==> src/rtl/decode_stage.sv <==
`default_nettype none
// ============================================================================
// Module   : decode_stage
// Brief    : RISC-V instruction decode with a two-entry (main + skid) buffer.
// Revision : 1.0 - initial release
// ============================================================================
module decode_stage #(
  parameter int XLEN         = 32,
  parameter bit RV64_OP32_EN = 1'b0,
  parameter int CNT_W        = 32
) (
  input  logic             clk,
  input  logic             rst,
  input  logic             in_valid,
  output logic             in_ready,
  input  logic [31:0]      in_inst,
  input  logic [XLEN-1:0]  in_pc,
  input  logic             flush,
  output logic             out_valid,
  input  logic             out_ready,
  output logic [XLEN-1:0]  out_pc,
  output logic [4:0]       out_rs1,
  output logic [4:0]       out_rs2,
  output logic [4:0]       out_rd,
  output logic [6:0]       out_opcode,
  output logic [2:0]       out_funct3,
  output logic [6:0]       out_funct7,
  output logic [5:0]       out_type,
  output logic             out_rs1_used,
  output logic             out_rs2_used,
  output logic [XLEN-1:0]  out_imm,
  output logic             out_illegal,
  output logic [CNT_W-1:0] dec_count
);

  // The 32-bit word forms are only meaningful on an RV64 datapath
  localparam logic c_op32_en = (XLEN == 64) && RV64_OP32_EN;

  localparam logic [6:0] c_op_op       = 7'b0110011;
  localparam logic [6:0] c_op_op32     = 7'b0111011;
  localparam logic [6:0] c_op_imm      = 7'b0010011;
  localparam logic [6:0] c_op_imm32    = 7'b0011011;
  localparam logic [6:0] c_op_load     = 7'b0000011;
  localparam logic [6:0] c_op_jalr     = 7'b1100111;
  localparam logic [6:0] c_op_fence    = 7'b0001111;
  localparam logic [6:0] c_op_system   = 7'b1110011;
  localparam logic [6:0] c_op_store    = 7'b0100011;
  localparam logic [6:0] c_op_branch   = 7'b1100011;
  localparam logic [6:0] c_op_lui      = 7'b0110111;
  localparam logic [6:0] c_op_auipc    = 7'b0010111;
  localparam logic [6:0] c_op_jal      = 7'b1101111;

  localparam logic [5:0] c_t_r = 6'b000001;
  localparam logic [5:0] c_t_i = 6'b000010;
  localparam logic [5:0] c_t_s = 6'b000100;
  localparam logic [5:0] c_t_b = 6'b001000;
  localparam logic [5:0] c_t_u = 6'b010000;
  localparam logic [5:0] c_t_j = 6'b100000;

  typedef struct packed {
    logic [XLEN-1:0] pc;
    logic [4:0]      rs1;
    logic [4:0]      rs2;
    logic [4:0]      rd;
    logic [6:0]      opcode;
    logic [2:0]      funct3;
    logic [6:0]      funct7;
    logic [5:0]      itype;
    logic            rs1_used;
    logic            rs2_used;
    logic [XLEN-1:0] imm;
    logic            illegal;
  } bundle_t;

  logic [5:0]      w_type;
  logic [31:0]     w_imm32;
  logic [XLEN-1:0] w_imm;
  logic            w_rs1_used;
  logic            w_rs2_used;
  logic            w_illegal;
  logic            w_accept;
  bundle_t         w_dec;

  bundle_t          r_main;
  bundle_t          r_skid;
  logic             r_main_valid;
  logic             r_skid_valid;
  logic             r_in_ready;
  logic [CNT_W-1:0] r_cnt;

  always_comb begin
    w_type = '0;
    case (in_inst[6:0])
      c_op_op:     w_type = c_t_r;
      c_op_op32:   w_type = c_op32_en ? c_t_r : 6'b000000;
      c_op_imm,
      c_op_load,
      c_op_jalr,
      c_op_fence,
      c_op_system: w_type = c_t_i;
      c_op_imm32:  w_type = c_op32_en ? c_t_i : 6'b000000;
      c_op_store:  w_type = c_t_s;
      c_op_branch: w_type = c_t_b;
      c_op_lui,
      c_op_auipc:  w_type = c_t_u;
      c_op_jal:    w_type = c_t_j;
      default:     w_type = '0;
    endcase
    if (in_inst[1:0] != 2'b11) begin
      w_type = '0;
    end
  end

  always_comb begin
    w_imm32    = '0;
    w_rs1_used = 1'b0;
    w_rs2_used = 1'b0;
    case (w_type)
      c_t_r: begin
        w_rs1_used = 1'b1;
        w_rs2_used = 1'b1;
      end
      c_t_i: begin
        w_imm32    = {{20{in_inst[31]}}, in_inst[31:20]};
        w_rs1_used = 1'b1;
      end
      c_t_s: begin
        w_imm32    = {{20{in_inst[31]}}, in_inst[31:25], in_inst[11:7]};
        w_rs1_used = 1'b1;
        w_rs2_used = 1'b1;
      end
      c_t_b: begin
        w_imm32    = {{20{in_inst[31]}}, in_inst[7], in_inst[30:25], in_inst[11:8], 1'b0};
        w_rs1_used = 1'b1;
        w_rs2_used = 1'b1;
      end
      c_t_u:   w_imm32 = {in_inst[31:12], 12'h000};
      c_t_j:   w_imm32 = {{12{in_inst[31]}}, in_inst[19:12], in_inst[20], in_inst[30:21], 1'b0};
      default: w_imm32 = '0;
    endcase
  end

  assign w_illegal = (w_type == 6'b000000);

  generate
    if (XLEN == 64) begin : g_imm64
      assign w_imm = {{32{w_imm32[31]}}, w_imm32};
    end else begin : g_imm32
      assign w_imm = w_imm32;
    end
  endgenerate

  always_comb begin
    w_dec          = '0;
    w_dec.pc       = in_pc;
    w_dec.rs1      = in_inst[19:15];
    w_dec.rs2      = in_inst[24:20];
    w_dec.rd       = in_inst[11:7];
    w_dec.opcode   = in_inst[6:0];
    w_dec.funct3   = in_inst[14:12];
    w_dec.funct7   = in_inst[31:25];
    w_dec.itype    = w_type;
    w_dec.rs1_used = w_rs1_used;
    w_dec.rs2_used = w_rs2_used;
    w_dec.imm      = w_imm;
    w_dec.illegal  = w_illegal;
  end

  assign w_accept = in_valid && r_in_ready;

  // r_in_ready always tracks !r_skid_valid so the handshake is register-driven
  always_ff @(posedge clk or posedge rst) begin
    if (rst) begin
      r_main       <= '0;
      r_skid       <= '0;
      r_main_valid <= 1'b0;
      r_skid_valid <= 1'b0;
      r_in_ready   <= 1'b1;
    end else if (flush) begin
      r_main_valid <= 1'b0;
      r_skid_valid <= 1'b0;
      r_in_ready   <= 1'b1;
    end else if (r_skid_valid) begin
      if (out_ready) begin
        r_main       <= r_skid;
        r_skid_valid <= 1'b0;
        r_in_ready   <= 1'b1;
      end
    end else if (w_accept) begin
      if (!r_main_valid || out_ready) begin
        r_main       <= w_dec;
        r_main_valid <= 1'b1;
      end else begin
        r_skid       <= w_dec;
        r_skid_valid <= 1'b1;
        r_in_ready   <= 1'b0;
      end
    end else if (out_ready) begin
      r_main_valid <= 1'b0;
    end
  end

  always_ff @(posedge clk or posedge rst) begin
    if (rst) begin
      r_cnt <= '0;
    end else if (r_main_valid && out_ready && !r_main.illegal && (r_cnt != {CNT_W{1'b1}})) begin
      r_cnt <= r_cnt + {{(CNT_W-1){1'b0}}, 1'b1};
    end
  end

  assign in_ready     = r_in_ready;
  assign out_valid    = r_main_valid;
  assign out_pc       = r_main.pc;
  assign out_rs1      = r_main.rs1;
  assign out_rs2      = r_main.rs2;
  assign out_rd       = r_main.rd;
  assign out_opcode   = r_main.opcode;
  assign out_funct3   = r_main.funct3;
  assign out_funct7   = r_main.funct7;
  assign out_type     = r_main.itype;
  assign out_rs1_used = r_main.rs1_used;
  assign out_rs2_used = r_main.rs2_used;
  assign out_imm      = r_main.imm;
  assign out_illegal  = r_main.illegal;
  assign dec_count    = r_cnt;

endmodule
`default_nettype wire

==> config.mk <==
export PLATFORM = sky130hd
export DESIGN_NAME = decode_stage
export DESIGN_NICKNAME = d
export VERILOG_FILES = /design/src/rtl/decode_stage.sv
export SDC_FILE = /design/constraint.sdc
export NUM_CORES = 1
export LEC_CHECK = 0
export CAP_MARGIN = 20
export CORE_MARGIN = 5
export CORE_UTILIZATION = 63
export DETAILED_ROUTE_END_ITERATION = 6
export DONT_BUFFER_PORTS = 1
export GPL_TIMING_DRIVEN = 1
export PLACE_DENSITY = 0.76
export SYNTH_ARGS = -nofsm -noshare
export SYNTH_HDL_FRONTEND = slang
export SYNTH_SLANG_ARGS = --single-unit
==> constraint.sdc <==
create_clock -name clk -period 8.81 [get_ports clk]
set_input_delay 0.881 -clock clk [delete_from_list [all_inputs] [get_ports clk]]
set_output_delay 0.881 -clock clk [all_outputs]
set_load 0.01 [all_outputs]
# [Yosys cells after proc, flatten, opt, wreduce, memory -nomap -nowiden]
# Cells that the tools add are included.
[classes] n_bitwise=3 reduce_logical=20 eq_ne=24 n_addsub=1 muxes=24
[ops] op="2-to-1 mux 105 bit" count=4
[ops] op="one-hot mux 32 bit (5 select lines)" count=1
[ops] op="one-hot mux 6 bit (6 select lines)" count=1
[ops] op="adder 32 x 1 -> 32 bit, second input constant" count=1
[ops] op="!= test 32 bit, second input constant" count=1
[ops] op="== test 7 bit, second input constant" count=4
[ops] op="== test 7 x 6 -> 1 bit, second input constant" count=3
[ops] op="2-to-1 mux 1 bit" count=17
[ops] op="== test 7 x 5 -> 1 bit, second input constant" count=2
[ops] op="AND reduction 4 bit" count=2
[ops] op="== test 7 x 2 -> 1 bit, second input constant" count=1
[ops] op="== test 7 x 4 -> 1 bit, second input constant" count=1
[ops] op="== test 6 x 1 -> 1 bit, second input constant" count=1
[ops] op="== test 6 x 2 -> 1 bit, second input constant" count=1
[ops] op="== test 6 x 3 -> 1 bit, second input constant" count=1
[ops] op="== test 6 x 4 -> 1 bit, second input constant" count=1
[ops] op="== test 6 x 5 -> 1 bit, second input constant" count=1
[ops] op="== test 6 bit, second input constant" count=1
[ops] op="zero test 6 bit" count=1
[ops] op="2-to-1 mux 6 bit" count=1
[ops] op="!= test 2 bit, second input constant" count=3
[ops] op="!= test 3 bit, second input constant" count=2
[ops] op="AND reduction 3 bit" count=2
[ops] op="nonzero test 3 bit" count=2
[ops] op="10 further kinds" count=17
[totals] wordCells=100 register_bits=245 output_inout_bits=139 in_bits=69

# [Logic depth before layout (Yosys ltp)]
# Gate-level depths: netlist of run 1.
[logic_depth] depth_word=10 mapped_depth=7 mapped_depth_nobuf=5

# [Least setup slack after synthesis of run 1]
# Ideal clock, no wire load.
[synth_path] kind="input to register" from="in in_inst[6]" to="reg r_main (netlist bit out_imm[21])" n_path_buf=2 setup_time_ps=128 arrival_ps=2123 slack_ps=6559 t_required_ps=8682 cell_stages=7 cell_sequence="buf_2 > xnor2_1 > o21ai_0 > a21oi_2 > nor2_1 > buf_6 > a22oi_1"
[synth_via] elab_chain_len=9 elab_cells_between_ends=24 cone_classes="16 x eq/ne; 6 x mux; 2 x reduce/logical"
[synth_rtl] item="from (decl)" line="16" source="input logic [31:0] in_inst,"
[synth_rtl] item="== test 7 x 5 -> 1 bit (tied with other cells)" line="93" source="case (in_inst[6:0])"
[synth_rtl] item="OR reduction 5 bit / OR reduction 2 bit (equally long branches)" line="93"
[synth_rtl] item="one-hot mux 6 bit (6 select lines) (*)" line="93"
[synth_rtl] item="2-to-1 mux 6 bit (*)" line="109" source="if (in_inst[1:0] != 2'b11) begin"
[synth_rtl] item="== test 6 bit (tied with other cells)" line="118" source="case (w_type)"
[synth_rtl] item="one-hot mux 32 bit (5 select lines) (*)" line="118"
[synth_rtl] item="2-to-1 mux 105 bit (*)" line="190" source="if (!r_main_valid || out_ready) begin"
[synth_rtl] item="2-to-1 mux 105 bit (*)" line="189" source="end else if (w_accept) begin"
[synth_rtl] item="2-to-1 mux 105 bit (*)" line="183" source="end else if (r_skid_valid) begin"
[synth_rtl] item="to (signal assigned)" line="185" source="r_main <= r_skid;"
[synth_rtl] item="to (signal assigned)" line="191" source="r_main <= w_dec;"
[synth_rtl] item="to (decl)" line="84" source="bundle_t r_main;"
# Every way passes the cells marked *; elsewhere a longest branch is shown, timed or not. The select of a mux whose other input is x is not followed.
# A chain may end at the register's enable or synchronous reset.

# [Worst setup path after layout of run 1]
[layout_path] from="reg r_skid_valid" to="reg r_main (netlist bit out_imm[4])"
[layout_via] elab_chain_len=2 elab_cells_between_ends=5 cone_classes="1 x eq/ne; 1 x mux; 3 x reduce/logical"
[layout_rtl] item="from (decl)" line="87" source="logic r_skid_valid;"
[layout_rtl] item="from (signal assigned)" line="177" source="r_skid_valid <= 1'b0;"
[layout_rtl] item="from (signal assigned)" line="181" source="r_skid_valid <= 1'b0;"
[layout_rtl] item="from (signal assigned)" line="186" source="r_skid_valid <= 1'b0;"
[layout_rtl] item="!= test 2 bit (no line) / nonzero test 2 bit (equally long branches)"
[layout_rtl] item="AND reduction 4 bit (no line)"
# Parallel ways exist; a longest one is shown, timed or not.

==> results of run 1 <==
-- metal layers --
metal | vias up | part of all wire (%)
met5 | - | 0
met4 | 0 | 3.0
met3 | 55 | 10
met2 | 281 | 47
met1 | 3887 | 40
li1 | 3753 | -
-- placed cells by master (no fill, tap or decap), types with 2 or more instances in the layout --
| cell type | count |
|---|---|
| or2_2 | 2 |
| nor3_2 | 2 |
| and4_1 | 2 |
| clkbuf_8 | 8 |
| and2_1 | 4 |
| inv_1 | 6 |
| a221oi_1 | 8 |
| o31ai_1 | 6 |
| dfrtp_1 | 243 |
| clkbuf_16 | 27 |
| o21ai_0 | 103 |
| mux2i_1 | 64 |
| buf_16 | 2 |
| xnor2_1 | 24 |
| a211o_1 | 2 |
| nand3_1 | 20 |
| a22oi_1 | 20 |
| o21a_1 | 2 |
| a211oi_1 | 3 |
| nor3_1 | 9 |
| a21oi_1 | 51 |
| nand2_1 | 336 |
| nand2b_1 | 5 |
| and3_1 | 12 |
| nor3b_1 | 2 |
| nor2b_1 | 5 |
| xor2_1 | 5 |
| nand4b_1 | 2 |
| bufinv_16 | 3 |
| nor2_1 | 58 |
| nand4_1 | 10 |
| a22o_1 | 7 |
| or3_1 | 5 |
| buf_4 | 7 |
| mux2_2 | 2 |
| a31oi_1 | 10 |
| clkbuf_1 | 7 |
-- logic make-up (layout without fill, tap and decap cells) --
| kind of cell | count (synthesis) | after routing |
|---|---|---|
| xor+xnor | 29 | 29 |
| fa+ha+maj | 1 | 1 |
| flops | 245 | 245 |
| simple gates | 486 | 486 |
| buf+inv | 75 | 64 |
| mux | 66 | 66 |
| compound gates | 222 | 222 |
-- cell usage after synthesis, types with 3 or more instances --
cell | n | area share (%)
nand3_1 | 20 | 0.93
a211oi_1 | 3 | 0.21
or3_1 | 6 | 0.35
dfrtp_1 | 244 | 57
a221oi_1 | 8 | 0.65
nand2_1 | 337 | 12
nor3_1 | 10 | 0.46
mux2i_1 | 64 | 5.9
buf_1 | 14 | 0.49
inv_1 | 7 | 0.24
a22o_1 | 7 | 0.57
nor2_1 | 59 | 2.1
xnor2_1 | 24 | 2.0
nand4_1 | 10 | 0.58
clkbuf_1 | 42 | 1.5
a22oi_1 | 20 | 1.4
nor2b_1 | 5 | 0.29
and3_1 | 12 | 0.70
buf_2 | 10 | 0.46
xor2_1 | 5 | 0.41
a31oi_1 | 10 | 0.58
o31ai_1 | 6 | 0.42
o21ai_0 | 103 | 4.8
and2_1 | 4 | 0.23
nand2b_1 | 5 | 0.29
a21oi_1 | 51 | 2.4
-- worst max-delay path, delay by kind of cell (launching register included) --
kind | cells | cell delay (ns)
AOI/OAI and AO/OA | 3 | 0.32
buffers and inverters | 3 | 1.36
DFF | 1 | 0.74
and+or+nand+nor | 2 | 0.96
-- power by group through the flow --
stage,clock network (W),registers [W],logic [W]
5_1_grt,0.00123,0.00159,0.000373
6_report,0.00116,0.00156,0.000315
3_3_place_gp,0,0.00157,0.000293
2_1_floorplan,0,0.00153,0.000262
3_5_place_dp,0,0.00158,0.000312
4_1_cts,0.00117,0.00157,0.000316
-- path summary, 6_finish.rpt --
path | slack (ns) | end | cells after the start | start
worst max-delay path | 5.24 | out_imm[4] | 8 | r_skid_valid
worst min-delay path | 0.19 | out_pc[28] | 1 | rst
worst max register to register | 5.24 | out_imm[4] | 8 | r_skid_valid
worst min register to register | 0.47 | r_skid[12] | 2 | r_skid[12]
max in group asynchronous | 7.17 | r_skid[57] | 3 | rst
min in group clk | 0.43 | out_valid | 1 | flush
-- layout make-up --
| type | count | area, sq um |
|---|---|---|
| tap | 220 | 275 |
| inverter | 7 | 33.8 |
| sequential | 245 | 6140 |
| clock buffer | 42 | 812 |
| multi-input combinational | 804 | 4370 |
| timing repair buffer | 9 | 108 |
| fill | 1261 | 4850 |
| clock inverter | 6 | 119 |
-- state kept, by name, indices dropped and copies added, names as in the netlist --
signal and cells:
dec_count 32, in_ready 1, out_funct3 3, out_funct7 7, out_illegal 1, out_imm 32, out_opcode 7, out_pc 32
out_rd 5, out_rs1 5, out_rs1_used 1, out_rs2 5, out_rs2_used 1, out_type 6, out_valid 1, r_skid 105
r_skid_valid 1
-- through the flow --
step                hold WS (ns)  area [sq um]
floorplan                  0.440         10800
global placement           0.452         10900
detailed placement         0.459         10900
CTS                        0.413         11800
global route               0.210         11800
finish                     0.193         11800
==> reports/summary.txt, run 1 <==
RePlAce Congestion: 0.807
GR Util met3: 9.01%
Arr. time, crit path: 3.96 ns
Worst Tran Pin Value: 1.05 ns
Cells after Synth: 1124
Simple-gate share of the synthesized area: 19.3%
Switching power total: 0.000835 W
Vias per cell: 5.98
CP max FO: 109
PwrDens: 256 nW/um^2
IO buf count: 0
CP dominant cell by count: buf_4
Netlist cell types: 57
Vias in the first global route: 7974
Max-slew violation count: 0
Via count: 7976
Minimum clock period: 3.57 ns
# rows: 47
First-pass GRT wire length: 42700 microns
Cts repair resizes: 0
Max-cap viol count: 0
Post-Synth Adder-Cell Area: 0.116%
Async S/R FF share, synth: 100%
GR Overflow Total: 0
Worst min path class: in2async
Largest net degree at the start of global routing: 146
Placed cell count: 1283
Final TNS setup: 0 ns
Layout area overhead: 9.96%
Initial DRT Pass Iterations: 5
Total track usage: 26.1%
Final worst slack: 5.24 ns
Net count after synthesis: 1194
DR WL/cell: 19.7 microns
RSZ-0062 raised after global routing: false
Setup WS pre-CTS: 4.92 ns
Worst-path clk slew: 0.06 ns
Ant diodes: 0
Core area: 16700 sq um
Internal Pwr Total: 0.00220 W
Period utilization: 40.5%
Sw Ratio: 27.5%
Routed Antenna Nets: 0
DR iter-0 viols: 490
Grt met1 use: 35.0%
Number of synthesized flops with an enable pin: 0
Wirelength, routed: 26200 microns
Setup Fix Bufs, Post-CTS: 0
Die span in y: 141 microns
Flop pwr share: 51.5%
Peak per-stage delay on the critical path: 0.86 ns
Post-layout util: 70.9%
Critical path required time: 9.20 ns
M2 GR Usage: 40.9%
Rel. slew slack: 29.9%
Largest family of logic cells by synthesized area: simple AND/OR/NAND/NOR gates
Worst ir drop on vdd: 0.000195 V
Power, Total: 0.00304 W
Crit path kind: reg2reg
Startpoint Class: register
TritonCTS Buffers: 26
Multiplexer area fraction after synthesis: 6.15%
Worst Setup End Kind: register
DRC: 0
Achievable Freq: 280 MHz
Clock Latency Late Sink: 0.52 ns
Pleak: 5.41 nW
DIE AREA: 19800 sq um
Clk buf depth: 3
Clock sink total: 245
Post-Synth XOR/XNOR Area: 2.36%
Final setup fails: 0
Share of layout cells above drive strength 1: 6.56%
Mapped Area: 10800 sq um
# IOs: 208
Yosys Warn Count: 0
Initial Utilization: 64.5%
Hold_buf cts: 0
Post-Route Skew: 0.0143 ns
CTS Root Cell: clkbuf_16
Crit-path cells: buf_4, a21oi_1, or3_4, buf_4, buf_16, or3_1, o21ai_0, a31oi_1
Status: completed
Die Width: 141 microns
Final HPWL from detailed placement: 16600 microns
Non-Filler Instances: 1333
CTS tree: built
Clk pwr share: 38.2%
Sequential element share of the synthesized area: 56.9%
GRT Max-Usage Layer: met2
Combinational share of power: 10.4%
Net count, final: 1163
Fin. Hold Viols: 0
Main synth FF type: dfrtp_1
#FFs+latches synth: 245
Avg Cell Area, Syn: 9.59 sq um
H-tree Lvls: 1
Slowest library cell on the worst path: buf_4
Compound-Gate Fraction of Synth Area: 12.4%
Initial antenna violation count: 0
Power figures use the tool's default switching activity.
==> run 2: changes to the inputs <==
Clock period 8.81 ns to 3.4 ns, I/O delays scaled along.
==> run 2 against run 1 <==
Compared with the run above:
- non-clock buffer count rose by 77
- die area did not move
- via count grew 8.1%
==> reports/summary.txt, run 2 (synthesis results as in run 1) <==
Status: completed
CP max FO: 68 (-38%)
Worst-path clk slew: 0.07 ns (about the same)
Most flops, register: r_skid
Reg-to-Reg End: out_imm[8]
Finished Cell Area: 12600 sq um (+6.1%)
Hold_buf cts: 68 (+68)
Pleak: 5.72 nW (+5.6%)
Fill count: 1166 (-7.5%)
Worst r2r path cells: 5 (-3)
Max-slew violation count: 0 (unchanged)
Layout area overhead: 16.6%
DR iter-0 viols: 573 (+17%)
Via count: 8622 (+8.1%)
Critical path required time: 3.82 ns (-5.38 ns)
TritonCTS Buffers: 26 (unchanged)
Worst Tran Pin Value: 0.934 ns (-0.118 ns)
Worst R2R Setup Slack: 0.95 ns (-4.29 ns)
Setup WS pre-CTS: 0.960 ns (-3.96 ns)
Minimum clock period: 2.45 ns (-1.12 ns)
Worst Setup EP: out_imm[8]
Commonest cells after routing, fill and taps aside: 336 x nand2_1, 243 x dfrtp_1, 103 x o21ai_0, 68 x dlygate4sd3_1, 64 x mux2i_1
Dpl cell area: 11000 sq um (+1.2%)
Max-cap viol count: 0 (unchanged)
CP startpoint: r_skid_valid
Slowest library cell on the worst path: dfrtp_4
Clock Latency Late Sink: 0.54 ns (+0.02 ns)
Achievable Freq: 407 MHz (+46%)
Flop pwr share: 51.4% (about the same)
Routed Antenna Nets: 0 (unchanged)
GR Overflow Total: 0 (unchanged)
DRC: 0 (unchanged)
First-pass GRT wire length: 47000 microns (+10%)
Period utilization: 72.2% (+32 points)
Clk buf depth: 3 (unchanged)
DIE AREA: 19800 sq um (unchanged)
RSZ-0062 raised after global routing: false
Arr. time, crit path: 2.87 ns (-1.09 ns)
Vias per cell: 6.11 (+2.2%)
RR Startpoint: r_skid_valid
Max reg flops: 105 (unchanged)
Crit-path cells: o21ba_2, or3_4, buf_4, a221oi_1, nor2_1
Final setup fails: 0 (unchanged)
Setup Fix Bufs, Post-CTS: 0 (unchanged)
Cts repair resizes: 0 (unchanged)
Clk pwr share: 37.1% (-1.1 points)
Net count, final: 1240 (+6.6%)
H-tree Lvls: 1 (unchanged)
DR WL/cell: 20.2 microns (+2.9%)
Fin. Hold Viols: 0 (unchanged)
Startpoint Class: register
CTS Root Cell: clkbuf_16
# IOs: 208 (unchanged)
Clock sink total: 245 (unchanged)
Ant diodes: 0 (unchanged)
Largest net degree at the start of global routing: 86 (-41%)
RePlAce Congestion: 0.818 (+1.4%)
Die span in y: 141 microns (unchanged)
# rows: 47 (unchanged)
Core area: 16700 sq um (unchanged)
Share of layout cells above drive strength 1: 6.89% (+0.33 points)
Initial Utilization: 64.5% (unchanged)
Die Width: 141 microns (unchanged)
Wirelength, routed: 28500 microns (+8.9%)
Worst min path class: in2reg
Internal Pwr Total: 0.00566 W (+160%)
Final HPWL from detailed placement: 17500 microns (+5.3%)
PwrDens: 629 nW/um^2 (+150%)
Worst Setup End Kind: register
Total track usage: 28.9% (+2.8 points)
Sw Ratio: 28.4% (+0.93 points)
Worst ir drop on vdd: 0.000464 V (+140%)
Commonest non-fill, non-tap cell in the layout: nand2_1
Final worst slack: 0.946 ns (-4.29 ns)
CTS tree: built
Initial antenna violation count: 0 (unchanged)
Rel. slew slack: 37.5% (+7.6 points)
Peak per-stage delay on the critical path: 0.71 ns (-0.15 ns)
Initial DRT Pass Iterations: 5 (unchanged)
Combinational share of power: 11.5% (+1.1 points)
Crit path kind: reg2reg
IO buf count: 0 (unchanged)
Switching power total: 0.00225 W (+170%)
Post-Route Skew: 0.0294 ns (+0.0151 ns)
Vias in the first global route: 8610 (+8.0%)
[run 2: cell count changes in the layout (fill, tap and decap cells not counted), moves of 2 or more]
cell and delta:
dlygate4sd3_1 +68, clkbuf_8 -3, buf_16 -2, buf_4 +7, clkinv_2 +3, buf_12 +4
[run 2: worst min-delay path by stage]
stage	startpoint	end	slack (ns)	cells past startpoint
after CTS	in_inst[26]	out_funct7[1]	0.001	2
after detailed placement	rst	out_pc[2]	0.31	1
after global placement	rst	dec_count[10]	0.31	1
after global routing	in_inst[4]	out_opcode[4]	0.01	2
after floorplan	flush	out_valid	0.41	1
final	in_inst[8]	out_rd[1]	0.01	2
[run 2: cell type report]
cell class / instances / area [sq um] / area share (%)
flip-flops and latches: 245 / 6140 / 48.8
multi-input cells: 804 / 4370 / 34.7
repair buffers: 86 / 866 / 6.89
clock buffers: 38 / 746 / 5.93
well taps: 220 / 275 / 2.19
clock inverters: 10 / 150 / 1.19
inverters: 7 / 30.0 / 0.239
[run 2: power by group through the flow]
| stage | clock network (W) | registers [W] | logic [W] |
|---|---|---|---|
| after floorplan | 0 | 0.00395 | 0.000679 |
| after CTS | 0.00295 | 0.00406 | 0.000911 |
| final | 0.00293 | 0.00407 | 0.000913 |
| after global routing | 0.00310 | 0.00413 | 0.00107 |
| after detailed placement | 0 | 0.00410 | 0.000823 |
| after global placement | 0 | 0.00408 | 0.000781 |
[run 2: layer usage]
layer | wire length [microns] | vias up | part of all wire [%] | global-route usage, %
met5 | 0 | - | 0 | 0
met4 | 922 | 0 | 3.2 | 8.98
met3 | 2740 | 73 | 9.6 | 8.33
met2 | 13700 | 383 | 48 | 46.3
met1 | 11100 | 4262 | 39 | 38.6
li1 | - | 3904 | - | -
[run 2: critical path, delay by kind of cell, from the launching register on]
family / cells / cell delay (ns)
AO/OA/AOI/OAI: 2 / 0.57
buffers and inverters: 1 / 0.32
flip-flops: 1 / 0.71
AND/OR/NAND/NOR: 2 / 0.74
[run 2: stage by stage]
step | utilization (%) | instances | hold slack, ns | power [W] | setup TNS, ns
after floorplan | - | 1124 | 0.406 | 0.00463 | -38.29
after global placement | 65.8 | 1294 | 0.306 | 0.00486 | 0
after detailed placement | 65.8 | 1294 | 0.308 | 0.00493 | 0
after CTS | 75.3 | 1410 | 0.00128 | 0.00792 | 0
after global routing | 75.3 | 1410 | 0.0107 | 0.00830 | 0
final | 75.3 | 1410 | 0.0107 | 0.00791 | 0
